File: config.mk
export PLATFORM = sky130hd
export DESIGN_NAME = mips_16_run_ctrl
export DESIGN_NICKNAME = d
export VERILOG_FILES = /design/src/rtl/mips_16_run_ctrl.sv
export SDC_FILE = /design/constraint.sdc
export NUM_CORES = 1
export LEC_CHECK = 0
export BUFFER_PORTS_ARGS = -buffer_cell sky130_fd_sc_hd__buf_2
export CORE_MARGIN = 2
export CORE_UTILIZATION = 46
export DETAILED_ROUTE_END_ITERATION = 6
export HOLD_SLACK_MARGIN = 0.06
export PLACE_DENSITY = 0.71
export SLEW_MARGIN = 20
export SYNTH_ARGS = -nofsm -noshare
export SYNTH_HDL_FRONTEND = slang
export SYNTH_SLANG_ARGS = --single-unit
export TNS_END_PERCENT = 20
File: constraint.sdc
create_clock -name clk -period 7.7 [get_ports clk]
set_input_delay 0.385 -clock clk [delete_from_list [all_inputs] [get_ports clk]]
set_output_delay 0.385 -clock clk [all_outputs]
set_load 0.02 [all_outputs]
File: src/rtl/mips_16_run_ctrl.sv
// Boot/run sequencer for mips_16_core_top: program load into imem, core reset pulse, bounded run, freeze.
// Define MIPS16_RUNCTL_BREAK_EN to add the PC breakpoint ports (bp_en, bp_addr) and halt cause 2.
module mips_16_run_ctrl #(
  parameter int PC_WIDTH    = 8,
  parameter int INSTR_WIDTH = 16,
  parameter int CYC_W       = 16,
  parameter int RST_CYCLES  = 2
) (
  input  logic                   clk,
  input  logic                   rst,
  input  logic                   start_load,
  input  logic [PC_WIDTH:0]      load_len,
  input  logic                   load_valid,
  output logic                   load_ready,
  input  logic [INSTR_WIDTH-1:0] load_data,
  output logic                   imem_we,
  output logic [PC_WIDTH-1:0]    imem_waddr,
  output logic [INSTR_WIDTH-1:0] imem_wdata,
  input  logic                   start_run,
  input  logic [CYC_W-1:0]       run_limit,
  input  logic                   abort,
  input  logic [PC_WIDTH-1:0]    pc,
  output logic                   core_rst,
  output logic                   core_en,
  output logic                   busy,
  output logic                   done,
  output logic [1:0]             halt_cause,
  output logic [CYC_W-1:0]       cycles
`ifdef MIPS16_RUNCTL_BREAK_EN
  ,
  input  logic                   bp_en,
  input  logic [PC_WIDTH-1:0]    bp_addr
`endif
);

  localparam int RC_W = (RST_CYCLES > 1) ? $clog2(RST_CYCLES) : 1;
  localparam logic [RC_W-1:0] RC_LAST = RC_W'(RST_CYCLES - 1);

  typedef enum logic [2:0] {S_IDLE, S_LOAD, S_RSTP, S_RUN, S_HALT} state_t;
  typedef enum logic [1:0] {C_LOAD_DONE, C_LIMIT, C_BREAK, C_ABORT} cause_t;

  state_t              r_state, w_next;
  cause_t              r_cause, w_cause;
  logic [PC_WIDTH:0]   r_cnt, r_len;
  logic [CYC_W-1:0]    r_limit, r_cycles, w_cyc_inc;
  logic [RC_W-1:0]     r_rcnt;
  logic                r_core_rst, r_core_en, r_done;
  logic                w_hs, w_bp, w_load_end, w_done_nxt;

  assign w_hs      = (r_state == S_LOAD) && load_valid;
  assign w_cyc_inc = (&r_cycles) ? r_cycles : r_cycles + CYC_W'(1);

`ifdef MIPS16_RUNCTL_BREAK_EN
  // r_cycles is still zero only in the first RUN cycle, which must not trip the breakpoint
  assign w_bp = bp_en && (pc == bp_addr) && (r_cycles != '0);
`else
  logic w_unused_pc;
  assign w_unused_pc = ^pc;
  assign w_bp        = 1'b0;
`endif

  always_comb begin
    w_next     = r_state;
    w_cause    = r_cause;
    w_load_end = 1'b0;
    case (r_state)
      S_IDLE: begin
        if (start_load) begin
          if (load_len != '0) w_next = S_LOAD;
        end else if (start_run) begin
          w_next = S_RSTP;
        end
      end
      S_LOAD: begin
        if (abort) begin
          w_next  = S_HALT;
          w_cause = C_ABORT;
        end else if (w_hs && (r_cnt == r_len - (PC_WIDTH+1)'(1))) begin
          w_next     = S_IDLE;
          w_cause    = C_LOAD_DONE;
          w_load_end = 1'b1;
        end
      end
      S_RSTP: begin
        if (abort) begin
          w_next  = S_HALT;
          w_cause = C_ABORT;
        end else if (r_rcnt == RC_LAST) begin
          w_next = S_RUN;
        end
      end
      S_RUN: begin
        if (abort) begin
          w_next  = S_HALT;
          w_cause = C_ABORT;
        end else if (w_bp) begin
          w_next  = S_HALT;
          w_cause = C_BREAK;
        end else if ((r_limit != '0) && (w_cyc_inc == r_limit)) begin
          w_next  = S_HALT;
          w_cause = C_LIMIT;
        end
      end
      default: w_next = S_IDLE;
    endcase
    w_done_nxt = w_load_end || (w_next == S_HALT);
  end

  always_ff @(posedge clk or posedge rst) begin
    if (rst) begin
      r_state    <= S_IDLE;
      r_cause    <= C_LOAD_DONE;
      r_cnt      <= '0;
      r_len      <= '0;
      r_limit    <= '0;
      r_cycles   <= '0;
      r_rcnt     <= '0;
      r_core_rst <= 1'b1;
      r_core_en  <= 1'b0;
      r_done     <= 1'b0;
    end else begin
      r_state <= w_next;
      r_done  <= w_done_nxt;
      if (w_done_nxt) r_cause <= w_cause;
      // Core controls decode from the next state; IDLE keeps whatever the last state left
      case (w_next)
        S_LOAD, S_RSTP: begin
          r_core_rst <= 1'b1;
          r_core_en  <= 1'b0;
        end
        S_RUN: begin
          r_core_rst <= 1'b0;
          r_core_en  <= 1'b1;
        end
        S_HALT: begin
          r_core_rst <= 1'b0;
          r_core_en  <= 1'b0;
        end
        default: ;
      endcase
      if (r_state == S_IDLE && w_next == S_LOAD) begin
        r_cnt <= '0;
        r_len <= load_len;
      end else if (w_hs) begin
        r_cnt <= r_cnt + (PC_WIDTH+1)'(1);
      end
      if (r_state == S_IDLE && w_next == S_RSTP) begin
        r_cycles <= '0;
        r_limit  <= run_limit;
        r_rcnt   <= '0;
      end
      if (r_state == S_RSTP) r_rcnt <= r_rcnt + RC_W'(1);
      if (r_state == S_RUN) r_cycles <= w_cyc_inc;
    end
  end

  assign load_ready = (r_state == S_LOAD);
  assign imem_we    = w_hs;
  assign imem_waddr = w_hs ? r_cnt[PC_WIDTH-1:0] : '0;
  assign imem_wdata = w_hs ? load_data : '0;
  assign busy       = (r_state != S_IDLE);
  assign core_rst   = r_core_rst;
  assign core_en    = r_core_en;
  assign done       = r_done;
  assign halt_cause = r_cause;
  assign cycles     = r_cycles;

endmodule

### After elaboration in Yosys (flattened, before gate mapping)

Index checks and enable logic that the tools add are counted.

* output and inout bits: 48
* register bits after elaboration: 59
* input port bits: 55
* logic and storage cells: 77

* $add $sub $neg: 4
* equality and inequality tests: 12
* reduce and logical (&&, ||, !) cells: 21
* muxes and demuxes: 30

Operator list (count)
* $mux W16: 4
* $mux W3: 9
* $mux W9: 2
* $add A16 B1 Y16 const B: 1
* $eq A16 B16 Y1: 1
* $reduce_and A16 Y1: 1
* $reduce_bool A16 Y1: 1
* $eq A3 B2 Y1 const B: 4
* $pmux W3 S4: 1
* $mux W2: 5
* $reduce_bool A2 Y1: 5
* $add A9 B1 Y9 const B: 1
* $eq A9 B9 Y1: 1
* $reduce_bool A9 Y1: 1
* $sub A9 B1 Y9 const B: 1
* $mux W8: 1
* $eq A3 B1 Y1 const B: 2
* $pmux W2 S3: 1
* $reduce_bool A3 Y1: 2
* $logic_and A1 B1 Y1: 5
* $mux W1: 5
* $reduce_and A5 Y1: 1
* $pmux W1 S2: 2
* $reduce_or A2 Y1: 2
* 8 further kinds: 8

### Depth between registers and ports, before layout

* depth in word-level cells: 11
* gate-level depth with buffers: 10
* gate-level depth less buffers: 9

### Worst setup path after synthesis

OpenSTA, ideal clock, no wires.

* path kind: register -> register
* start point: register r_cycles[0], in the netlist cycles[0]
* end point: register r_cause[1], in the netlist halt_cause[1]
* arrival time: 2.624 ns
* cell stages (with the launch flop): 11
* setup slack: 4.957 ns
* period minus slack after synthesis: 2.743 ns
* cells stage by stage: dfrtp_1 > ha_1 > and4_1 > buf_2 > nand4_1 > mux2i_1 > xor2_1 > nand4_1 > a2111oi_4 > a21oi_1 > a31o_1

* word-level cells in the longest chain between the ends: 10
* elaborated cells between the ends (all ways): 12
* those cells by class: 1 x add/sub; 3 x eq/ne; 4 x mux; 4 x reduce/logical

Ends and longest elaborated chain
* start, declared: line 45 `logic [CYC_W-1:0] r_limit, r_cycles, w_cyc_inc;`
* start signal, assigned: line 153 `if (r_state == S_RUN) r_cycles <= w_cyc_inc;`
* $add A16 B1 Y16 / $reduce_and A16 Y1 (equally long branches): line 51 `assign w_cyc_inc = (&r_cycles) ? r_cycles : r_cycles + CYC_W'(1);`
* $mux W16 (*): line 51
* $eq A16 B16 Y1 (*): line 99 `end else if ((r_limit != '0) && (w_cyc_inc == r_limit)) begin`
* $logic_and A1 B1 Y1 (*): line 99
* $mux W3: line 99
* $mux W3: line 93 `if (abort) begin`
* $pmux W3 S4: line 66 `case (r_state)`
* $eq A3 B3 Y1: line 106 `w_done_nxt = w_load_end || (w_next == S_HALT);`
* $logic_or A1 B1 Y1: line 106
* $reduce_and A5 Y1 (no source line) (*)
* end signal, assigned: line 124 `if (w_done_nxt) r_cause <= w_cause;`
* end, declared: line 43 `cause_t r_cause, w_cause;`

Every way passes the cells marked *; elsewhere a longest branch is shown, timed or not.
A chain may end at the register's enable or synchronous reset.

### Worst setup path in the final report

Same ends and word-level chain as after synthesis.

==> results.tsv <==
stage	metric	value	unit
synthesis	synth.yosys.seq_area_share	0.389	
timing	max_freq	315	MHz
layout	finish.instance_area	0.00455	sq mm
global_routing	grt_pass1_wl	15700	microns
floorplanning	floorplan.rows	33	
floorplanning	starting_density_of_the_core	0.469	
worst_setup_path	end_kind	flip-flop	
place	placedInstanceArea	0.00431	sq mm
synthesis	postSynth.asyncResetShare	1.00	
layout	antenna-diode-count	0	
timing	final.period_utilization	0.412	
routing	first_drt_pass_iteration_count	5	
synthesis	synth-edff-count	0	
place	hpwlAfterDp	6980	microns
worst_setup_path	path_max_fanout	7	
power	seq_power_share	0.368	
power	power.switching	551	uW
layout	layout.core_utilization	0.563	
synthesis	synth-seq-cells	59	
min_path	hold_path_class	primary input to flip-flop	
timing	final_hold_viols	0	
place	final_weighted_congestion_in_routability_driven_placement	0.913	
timing	timing_max_transition_violations_final	0	
synthesis	synthesis.yosys.warnings	0	
synthesis	synth.distinct_cells	58	
global_routing	antenna_found_initial	0	
clock_network	cts-hold-fix-buffers	0	
synthesis	synth_area	0.00379	sq mm
power	static-leakage-power	0.00228	uW
power	p_clk_frac	0.250	
floorplanning	dieHeight	94.8	microns
global_routing	grt_util_all_layers	0.221	
routing	wire_per_inst	15.8	microns
worst_setup_path	setup.worst_path.start_class	flip-flop	
power	power.switching_fraction	0.392	
timing	finalWorstPathRequiredPeriod	3.17	ns
power	logic_pwr_share	0.382	
clock_network	tritoncts_buffer_count	9	
floorplanning	die_area	0.00899	sq mm
power	ir_worst_vdd	0.000178	V
global_routing	grt_start_max_net_pins	60	
timing	grt_setup_unrepaired	false	
routing	drc_errors	0	
routing	sum_of_routed_wire_length_over_all_layers	9750	microns
clock_network	tritoncts	done	
floorplanning	die_w	94.8	microns
layout	fin_nets	564	
synthesis	synth_area_per_cell	8.95	sq um
routing	dr.first_iter.drc_count	211	
worst_setup_path	cp_data_required_time	7.93	ns
clock_network	numClockSinks	59	
timing	aggregate_negative_setup_slack	0	ns
layout	area.growth.synth_to_final	20.0	%
clock_network	cts_resized	0	
clock_network	ctsLongestPathBuffers	2	
job	reported_max_cap_violation_count	0	
floorplanning	core_region_area	0.00809	sq mm
clock_network	clk_pin_slew	0.08	ns
synthesis	synth.net_count	482	
clock_network	clock_insertion_delay_worst_skew	0.34	ns
routing	vias	3499	
timing	worst_clock_skew	0.0115	ns
routing	final_ant_viol_nets	0	
layout	post_route_cells_drive_above_1_share	0.266	
worst_setup_path	worstPathArrival	3.40	ns
timing	tightest_slew	0.944	ns
timing	finalSetupViolCount	0	
clock_network	post-cts-setup-buffer-count	0	
timing	max-slew-margin-rel	0.369	
global_routing	first_global_vias	3153	
synthesis	synthCells	424	
clock_network	clockRootBuffer	sky130_fd_sc_hd__clkbuf_8	
power	power_per_cell_area	309	mW/mm^2
worst_setup_path	worst-setup-path-type	flip-flop to flip-flop	
synthesis	synth_top_flop_cell	sky130_fd_sc_hd__dfrtp_1	
clock_network	ctsHtreeMaxLevel	3	
global_routing	leftover_overflow_at_the_end_of_global_routing	0	
outcome	run_status	finished, final reports clean	
place	place_ws	4.58	ns
routing	post_drt_via_cell_ratio	5.68	
place	io_buffers	94	
floorplanning	io_pins	103	
timing	worst_slack	4.53	ns
power	p_total	1410	uW
power	internal-power	857	uW
sequential cells by signal (all words and copies together) (netlist names):
signal	count
r_cnt	9
r_rcnt	1
halt_cause	2
done	1
core_en	1
cycles	16
r_state	3
r_len	9
r_limit	16
core_rst	1
area by class of cell:
cell class / instances / area [sq um]
timing repair buffer: 98 / 500
multi-input combinational: 330 / 2170
clock buffer: 11 / 141
sequential: 59 / 1480
fill: 760 / 3540
inverter: 8 / 30.0
clock inverter: 5 / 100
tap: 105 / 131
cell usage after synthesis (8+ instances only):
library cell | number | area share
sky130_fd_sc_hd__xnor2_1 | 25 | 0.058
sky130_fd_sc_hd__nor2_1 | 29 | 0.029
sky130_fd_sc_hd__a21oi_1 | 8 | 0.011
sky130_fd_sc_hd__dfrtp_1 | 58 | 0.38
sky130_fd_sc_hd__nor4_1 | 8 | 0.013
sky130_fd_sc_hd__nand3_1 | 13 | 0.017
sky130_fd_sc_hd__inv_1 | 8 | 0.0079
sky130_fd_sc_hd__nand2_1 | 66 | 0.065
sky130_fd_sc_hd__buf_2 | 9 | 0.012
sky130_fd_sc_hd__nor3_1 | 8 | 0.011
sky130_fd_sc_hd__nand4_1 | 11 | 0.018
sky130_fd_sc_hd__mux2_2 | 8 | 0.024
sky130_fd_sc_hd__xor2_1 | 18 | 0.042
sky130_fd_sc_hd__clkbuf_1 | 14 | 0.014
sky130_fd_sc_hd__and3_1 | 33 | 0.054
sky130_fd_sc_hd__o21ai_0 | 17 | 0.022
worst paths after layout:
check / startpoint / to / slack (ns) / cells past startpoint
setup / recovery: cycles[0] / halt_cause[1] / 4.53 / 9
hold / removal: run_limit[10] / r_limit[10] / 0.23 / 3
setup reg to reg: cycles[0] / halt_cause[1] / 4.53 / 9
hold reg to reg: halt_cause[0] / halt_cause[0] / 0.47 / 1
max in group asynchronous: rst / cycles[6] / 6.95 / 3
min in group asynchronous: rst / cycles[10] / 0.26 / 3
cells in the final DEF, fill, tap and decap left out, drive strengths merged, types with 3 or more instances in the layout:
| cell type | Yosys | final |
|---|---|---|
| dfrtp | 58 | 58 |
| a311oi | 3 | 3 |
| nor4 | 10 | 10 |
| xnor2 | 26 | 26 |
| and3 | 33 | 33 |
| inv | 8 | 8 |
| mux2i | 6 | 6 |
| or3 | 3 | 3 |
| xor2 | 18 | 18 |
| o41ai | 3 | 3 |
| a21oi | 8 | 8 |
| mux2 | 8 | 8 |
| bufinv | 0 | 3 |
| buf | 12 | 98 |
| o211ai | 4 | 4 |
| nor3 | 8 | 8 |
| nand3b | 3 | 3 |
| o31ai | 5 | 5 |
| nand2 | 66 | 66 |
| nand4 | 14 | 14 |
| clkbuf | 15 | 11 |
| o21ai | 17 | 17 |
| and4 | 7 | 7 |
| nand3 | 14 | 14 |
| ha | 3 | 3 |
| and2 | 5 | 5 |
| nand2b | 5 | 5 |
| nor2 | 29 | 29 |
| a31oi | 5 | 5 |
cell families (layout without fill, tap and decap cells):
| logic type | count (synthesis) | count (layout) | synth area share |
|---|---|---|---|
| adders and majority gates | 3 | 3 | 0.00989 |
| DFF | 59 | 59 | 0.389 |
| xor gates and xnor gates | 44 | 44 | 0.104 |
| AOI/OAI and AO/OA | 64 | 64 | 0.125 |
| and+or+nand+nor | 205 | 205 | 0.292 |
| muxes | 14 | 14 | 0.0396 |
| buffers and inverters | 35 | 122 | 0.0409 |
power groups by stage:
stage | Sequential [uW] | Combinational [uW] | Clock, uW
after floorplan | 500 | 396 | 0
after global placement | 515 | 513 | 0
after detailed placement | 519 | 529 | 0
after CTS | 515 | 536 | 354
after global routing | 530 | 595 | 367
final | 518 | 538 | 352
per-layer routing:
| layer | track usage | share of wire | vias up |
|---|---|---|---|
| met3 | 0.0383 | 0.047 | 20 |
| li1 | - | - | 1683 |
| met4 | 0.0676 | 0.012 | 0 |
| met2 | 0.346 | 0.48 | 113 |
| met1 | 0.312 | 0.46 | 1683 |
| met5 | 0 | 0 | - |
stage by stage:
stage | instances | hold slack, ns
final | 616 | 0.228
after global routing | 616 | 0.232
after CTS | 616 | 0.230
after detailed placement | 600 | 0.468
after global placement | 600 | 0.463
after floorplan | 424 | 0.454
critical path: stages, from the launching register on:
cell                        delay, ns
sky130_fd_sc_hd__dfrtp_1         0.47
sky130_fd_sc_hd__ha_1            0.38
sky130_fd_sc_hd__and4_1          0.37
sky130_fd_sc_hd__nand4_1         0.27
sky130_fd_sc_hd__mux2i_1         0.25
sky130_fd_sc_hd__xor2_1          0.22
sky130_fd_sc_hd__nand4_1         0.18
sky130_fd_sc_hd__a2111oi_4       0.46
sky130_fd_sc_hd__a21oi_1         0.22
sky130_fd_sc_hd__a31o_1          0.24
(Power assumes the default switching activity.)
